$ cat src/rtl/const_unit_pkg.sv
// Shared encodings for the pipelined constant unit: immediate modes and CONCAT sequencer states.
package const_unit_pkg;

  localparam logic [1:0] MODE_ZF     = 2'b00;
  localparam logic [1:0] MODE_SE     = 2'b01;
  localparam logic [1:0] MODE_UPPER  = 2'b10;
  localparam logic [1:0] MODE_CONCAT = 2'b11;

  localparam logic [0:0] ST_IDLE = 1'b0;
  localparam logic [0:0] ST_HOLD = 1'b1;

endpackage

$ cat src/rtl/const_extend.sv
// Combinational widening of an immediate to DATA_W bits for the selected mode.
// CONCAT output is the sign extension of {hi, im}; the caller decides when that beat is meaningful.
module const_extend #(
  parameter int IMM_W  = 15,
  parameter int DATA_W = 32
) (
  input  logic [IMM_W-1:0]  im,
  input  logic [1:0]        mode,
  input  logic [IMM_W-1:0]  hi,
  output logic [DATA_W-1:0] value
);
  import const_unit_pkg::*;

  always_comb begin
    value = '0;
    unique case (mode)
      MODE_ZF:    value = DATA_W'(im);
      MODE_SE:    value = DATA_W'($signed(im));
      MODE_UPPER: value = DATA_W'(im) << (DATA_W - IMM_W);
      default:    value = DATA_W'($signed({hi, im}));
    endcase
  end

endmodule

$ cat src/rtl/const_unit_pipe.sv
// Pipelined immediate/constant generator with one registered output stage and valid/ready handshake.
// Optional OUT_ZERO/OUT_NEG flag outputs are present when CONST_FLAGS_EN is defined.
module const_unit_pipe #(
  parameter int IMM_W  = 15,
  parameter int DATA_W = 32
) (
  input  logic              CLK,
  input  logic              RST_N,
  input  logic [IMM_W-1:0]  IM,
  input  logic [1:0]        MODE,
  input  logic              IN_VALID,
  output logic              IN_READY,
  input  logic              FLUSH,
  output logic [DATA_W-1:0] SEorZF,
  output logic              OUT_VALID,
  input  logic              OUT_READY,
  output logic              ERR
`ifdef CONST_FLAGS_EN
  ,
  output logic              OUT_ZERO,
  output logic              OUT_NEG
`endif
);
  import const_unit_pkg::*;

  logic [0:0]        state;
  logic [IMM_W-1:0]  hi;
  logic [DATA_W-1:0] ext_value;
  logic              accept;
  logic              is_concat;
  logic              take_hi;
  logic              load;
  logic              abort;

  assign IN_READY  = ~OUT_VALID | OUT_READY;
  assign accept    = IN_VALID & IN_READY;
  assign is_concat = (MODE == MODE_CONCAT);
  // The first CONCAT beat only parks the high half; every other accepted beat produces a result.
  assign take_hi   = accept & is_concat & (state == ST_IDLE);
  assign load      = accept & ~take_hi;
  assign abort     = accept & ~is_concat & (state == ST_HOLD);

  const_extend #(
    .IMM_W  (IMM_W),
    .DATA_W (DATA_W)
  ) u_extend (
    .im    (IM),
    .mode  (MODE),
    .hi    (hi),
    .value (ext_value)
  );

  always_ff @(posedge CLK or negedge RST_N) begin
    if (!RST_N) begin
      state     <= ST_IDLE;
      hi        <= '0;
      SEorZF    <= '0;
      OUT_VALID <= 1'b0;
      ERR       <= 1'b0;
    end else if (FLUSH) begin
      state     <= ST_IDLE;
      OUT_VALID <= 1'b0;
      ERR       <= 1'b0;
    end else begin
      ERR <= abort;
      if (load) begin
        SEorZF    <= ext_value;
        OUT_VALID <= 1'b1;
      end else if (OUT_READY) begin
        OUT_VALID <= 1'b0;
      end
      if (take_hi) begin
        hi <= IM;
      end
      if (accept) begin
        state <= take_hi ? ST_HOLD : ST_IDLE;
      end
    end
  end

`ifdef CONST_FLAGS_EN
  always_ff @(posedge CLK or negedge RST_N) begin
    if (!RST_N) begin
      OUT_ZERO <= 1'b0;
      OUT_NEG  <= 1'b0;
    end else if (!FLUSH && load) begin
      OUT_ZERO <= (ext_value == '0);
      OUT_NEG  <= ext_value[DATA_W-1];
    end
  end
`endif

endmodule

$ cat config.mk
export PLATFORM = sky130hd
export DESIGN_NAME = const_unit_pipe
export DESIGN_NICKNAME = d
export VERILOG_FILES = /design/src/rtl/const_unit_pkg.sv /design/src/rtl/const_extend.sv /design/src/rtl/const_unit_pipe.sv
export SDC_FILE = /design/constraint.sdc
export NUM_CORES = 1
export LEC_CHECK = 0
export BUFFER_PORTS_ARGS = -buffer_cell sky130_fd_sc_hd__buf_4
export CORE_AREA = 2 2 88 65
export CTS_BUF_LIST = sky130_fd_sc_hd__clkbuf_8 sky130_fd_sc_hd__clkbuf_16
export DETAILED_ROUTE_END_ITERATION = 12
export DIE_AREA = 0 0 90 67
export PLACE_DENSITY_LB_ADDON = 0.25
export SLEW_MARGIN = 40
export SYNTH_ARGS = -nofsm -noshare
export SYNTH_HDL_FRONTEND = slang
export SYNTH_SLANG_ARGS = --single-unit
export TNS_END_PERCENT = 100
$ cat constraint.sdc
create_clock -name CLK -period 1.8 [get_ports CLK]
set_clock_uncertainty 0.2 [all_clocks]
set_input_delay 0.09 -clock CLK [delete_from_list [all_inputs] [get_ports CLK]]
set_output_delay 0.09 -clock CLK [all_outputs]
set_load 0.05 [all_outputs]
== Word level (Yosys, flattened, before mapping) ==
Index checks and enable logic that the tools add are counted.

* Equal/unequal tests: 3
* Muxes and demuxes: 8
* Bitwise gates (word level): 12
* Reductions and logical operators: 5

{| class="wikitable"
|+ Operator list
! cell !! number
|-
| $pmux W32 S3 || 1
|-
| $mux W1 || 7
|-
| $and A1 B1 Y1 || 6
|-
| $not A1 Y1 || 5
|-
| $eq A2 B2 Y1 const B || 2
|-
| $reduce_and A2 Y1 || 2
|-
| $reduce_bool A3 Y1 || 1
|-
| $eq A2 B1 Y1 const B || 1
|-
| $logic_not A2 Y1 || 1
|-
| $reduce_bool A2 Y1 || 1
|-
| $or A1 B1 Y1 || 1
|}

* Bits in registers: 50
* Logic and storage cells: 33

== Depth between registers and ports, before layout ==
* Depth after elaboration: 9
* Gate-level depth with buffers: 6
* Depth with buffers taken out: 4

== Hierarchy ==
Synthesis repeated with hierarchy kept, for this count alone.

* Cell total of the unflattened synthesis: 172
* Area total of the unflattened synthesis: 2359.8 um2

{| class="wikitable"
|+ Modules (own cells, without submodules)
! module !! times used !! cells an instance !! area an instance (um2)
|-
| const_unit_pipe || 1 || 114 || 1906.8
|-
| const_extend || 1 || 58 || 452.9
|}

== Worst setup path after synthesis ==
No wires, ideal clock.

* Kind: register to register
* From: register OUT_VALID
* To: register hi[10]
* Setup time: 0.125 ns
* Arrival: 1.723 ns
* Slack: -0.248 ns
* Cell stages (with the launch flop): 5
* Period minus slack after synthesis: 2.048 ns
* Cells stage by stage: dfrtp_1 > nor2b_1 > nor4b_4 > buf_8 > mux2_4

* Word-level cells in the longest chain between the ends: 6

{| class="wikitable"
|+ RTL lines
! what !! RTL line !! RTL
|-
| start: declaration || const_unit_pipe.sv:15 || <nowiki>output logic OUT_VALID,</nowiki>
|-
| start signal: assignment || const_unit_pipe.sv:58 || <nowiki>OUT_VALID <= 1'b0;</nowiki>
|-
| start signal: assignment || const_unit_pipe.sv:62 || <nowiki>OUT_VALID <= 1'b0;</nowiki>
|-
| start signal: assignment || const_unit_pipe.sv:68 || <nowiki>OUT_VALID <= 1'b1;</nowiki>
|-
| $not A1 Y1 || const_unit_pipe.sv:35 || <nowiki>assign IN_READY = ~OUT_VALID | OUT_READY;</nowiki>
|-
| $or A1 B1 Y1 || const_unit_pipe.sv:35 ||
|-
| $and A1 B1 Y1 || const_unit_pipe.sv:36 || <nowiki>assign accept = IN_VALID & IN_READY;</nowiki>
|-
| $and A1 B1 Y1 (2 in a row) || const_unit_pipe.sv:39 || <nowiki>assign take_hi = accept & is_concat & (state == ST_IDLE);</nowiki>
|-
| $reduce_and A2 Y1 (no line) || -- ||
|-
| end signal: assignment || const_unit_pipe.sv:56 || <nowiki>hi <= '0;</nowiki>
|-
| end signal: assignment || const_unit_pipe.sv:73 || <nowiki>hi <= IM;</nowiki>
|-
| end: declaration || const_unit_pipe.sv:27 || <nowiki>logic [IMM_W-1:0] hi;</nowiki>
|}

No other way between the ends.
A chain may end at the register's enable or synchronous reset.

== Final worst setup path ==
* From: register state
* To: register hi[0]

* Word-level cells in the longest chain between the ends: 3

{| class="wikitable"
|+ RTL lines
! what !! RTL line !! RTL
|-
| start: declaration || const_unit_pipe.sv:26 || <nowiki>logic [0:0] state;</nowiki>
|-
| start signal: assignment || const_unit_pipe.sv:76 || <nowiki>state <= take_hi ? ST_HOLD : ST_IDLE;</nowiki>
|-
| $not A1 Y1 || const_unit_pipe.sv:39 ||
|-
| $and A1 B1 Y1 || const_unit_pipe.sv:39 ||
|-
| $reduce_and A2 Y1 (no line) || -- ||
|}

No other way between the ends.

==> flow_summary.json <==
{
  "layout-drive-gt1-share_pct": 38.1,
  "drc": 0,
  "endpoint_kind": "flip-flop",
  "worstMarginPinSlew_ps": 630,
  "clk_pin_slew_ps": 90,
  "first_iter_violations": 43,
  "async_flop_share_pct": 100,
  "htree_levels": 2,
  "crit_path_max_fanout": 8,
  "cts_sinks": 50,
  "crit_slowest_cell": "dfrtp_1",
  "die_x_um": 90,
  "die_area_um2": 6030,
  "worstSetupPathType": "reg -> reg",
  "place_inst": 326,
  "place_congestion": 0.784,
  "max_freq_ghz": 0.573,
  "post_cts_buffers": 0,
  "cts-root-buf": "clkbuf_8",
  "nets": 303,
  "synth_area_um2": 2390,
  "yosysUniqueCellTypes": 25,
  "synthTopCellsByArea": "dfrtp_1 52%, mux2i_1 11%, mux2_2 9.9%, mux2_4 6.3%, inv_1 4.9%",
  "cts_tree": "built",
  "vdd_drop_max_mv": 0.509,
  "grt_usage_pct": 18.6,
  "vias": 1706,
  "status": "finished clean",
  "slowest_delay_ps": 380,
  "synth_warnings": 0,
  "synth_fa_ha_area_share_pct": 0,
  "critical_path.top_delay_family": "simple AND/OR/NAND/NOR gates",
  "synth-seq-cells": 50,
  "vias_per_cell": 4.83,
  "crit_arrival_ps": 1740,
  "cp_num_buf_inv": 1,
  "initial_core_util_pct": 46.7,
  "grt_overflow": 0,
  "synthMuxAreaShare_pct": 27.5,
  "cts_buffer_depth": 2,
  "whs_ps": 69.5,
  "grt_pass1_vias": 1737,
  "ys_seq_area_share_pct": 52.4,
  "synth-edff-count": 0,
  "ant_nets": 0,
  "die_h_um": 67,
  "yosys.area_share.xor_xnor_pct": 0,
  "synth_nets": 221,
  "core_um2": 5120,
  "clkLatencyLatePin_ps": 300,
  "io_buffers": 56,
  "fin_crit_sh_pct": 97.0,
  "leakage_nw": 1.57,
  "netlist_instances": 199,
  "grt_pass1_wl_um": 8690,
  "yosys-top-cells-count": "50 x dfrtp_1, 31 x inv_1, 27 x mux2i_1, 21 x mux2_2, 17 x nand2_1",
  "synth_top_area_share_pct": 52.4,
  "netlist.top_cell.by_area": "dfrtp_1",
  "num_antenna_cells": 0,
  "required_ps": 1790,
  "slew_headroom_pct": 58.0,
  "cap_viol_max_count": 0,
  "numCtsBuffers": 5,
  "fill_cells": 432,
  "crit_chain": "and3b_4 -> nor4b_4 -> buf_6 -> mux2_4",
  "wl_um": 5010,
  "post-route-util_pct": 63.1,
  "syn_avg_cell_area_um2": 12.0,
  "synth_top_family_by_area": "multiplexers",
  "layoutNonFillerInstCount": 353,
  "final_area_um2": 3230,
  "ios": 57,
  "syn_to_final_growth_pct": 35.2,
  "avgRoutedWirePerCell_um": 14.2,
  "grt_max_degree": 51,
  "rsz0062_at_grt": "yes",
  "power.density_nw_per_um2": 1120,
  "rows": 22,
  "period_minus_slack_ps": 1750,
  "synthSimpleGateAreaFrac_pct": 6.86,
  "min_path_type": "in -> reg",
  "setup_violations": 0,
  "dp_hpwl_um": 3290,
  "antenna_found_initial": 0,
  "maxSlewViolCount": 0,
  "ys.flop_type": "dfrtp_1",
  "synth_compound_area_share_pct": 5.55,
  "drtPass1Iterations": 4,
  "finalHoldViolations": 0,
  "synthMostInstantiatedCell": "dfrtp_1",
  "cp-start-kind": "flip-flop",
  "post_dp_cell_area_um2": 2920
}
## cell type report
| type | instances | area (µm²) | share of cell area, % |
|---|---|---|---|
| Clock buffer | 5 | 68.8 | 2.13 |
| Clock inverter | 2 | 7.51 | 0.232 |
| Inverter | 31 | 116 | 3.60 |
| Multi-Input combinational cell | 107 | 980 | 30.3 |
| Sequential cell | 50 | 1250 | 38.8 |
| Timing Repair Buffer | 86 | 714 | 22.1 |
| Tap cell | 72 | 90.1 | 2.79 |
## per-stage QoR
step                      setup slack [ps]  setup TNS (ps)  total power (W)
after floorplan                       -149           -1630          0.00252
after global placement                74.2               0          0.00295
after detailed placement              29.2               0          0.00296
after CTS                             19.9               0          0.00361
after global routing                 -15.2           -80.4          0.00381
final                                 54.1               0          0.00361
## path summary, 6_finish.rpt
| kind | slack [ps] | from | cells after the start | to |
|---|---|---|---|---|
| min reg2reg | 310 | hi[10]$_DFFE_PN0P_ | 1 | hi[10]$_DFFE_PN0P_ |
| min in group asynchronous | 140 | RST_N | 2 | SEorZF[10]$_DFFE_PN0P_ |
| max reg2reg | 50 | state$_DFFE_PN0P_ | 4 | hi[0]$_DFFE_PN0P_ |
| max | 50 | state$_DFFE_PN0P_ | 4 | hi[0]$_DFFE_PN0P_ |
| max in group asynchronous | 800 | RST_N | 2 | OUT_VALID$_DFFE_PN0P_ |
| min | 70 | MODE[0] | 4 | OUT_VALID$_DFFE_PN0P_ |
## worst register-to-register path: stages, from the launching register on
cell     delay, ps
dfrtp_1        380
and3b_4        290
nor4b_4        240
buf_6          210
mux2_4         310
## registers in the layout (all words and copies together), names as in the netlist
signal / cells
ERR: 1
SEorZF: 32
OUT_VALID: 1
state: 1
hi: 15
## placed cells by master, fill, tap and decap left out, types with 5 or more instances in the layout
cell,instances
mux2i_1,27
buf_4,62
a21oi_1,15
mux2_2,16
inv_1,33
dlygate4sd3_1,20
nand2_1,17
clkbuf_8,5
mux2_4,15
dfrtp_1,49
## per-layer routing
metal,track usage [%],vias up,wire [µm]
met5,0,-,0
met4,6.35,0,74
met3,4.07,7,217
met2,29.4,38,2190
met1,25.6,836,2530
li1,-,825,-
## what timing repair did
| item | 4_1_cts | 5_1_grt |
|---|---|---|
| endpoints found under the setup margin | 0 | 16 |
| hold buffers | 20 | 0 |
| resized for setup | 0 | 10 |
| hold endpoints to repair | 86 | 0 |
## cells by family after synthesis
| logic type | count (synthesis) |
|---|---|
| DFF | 50 |
| AOI/OAI and AO/OA | 22 |
| buffers and inverters | 42 |
| muxes | 58 |
| and+or+nand+nor | 27 |
## report_power, final
part | switching [W] | internal [W] | leakage [nW]
logic | 0.000906 | 0.000571 | 0.912
registers | 0.000143 | 0.00137 | 0.615
clock network | 0.000359 | 0.000257 | 0.0466
Power figures use the tool's default switching activity.
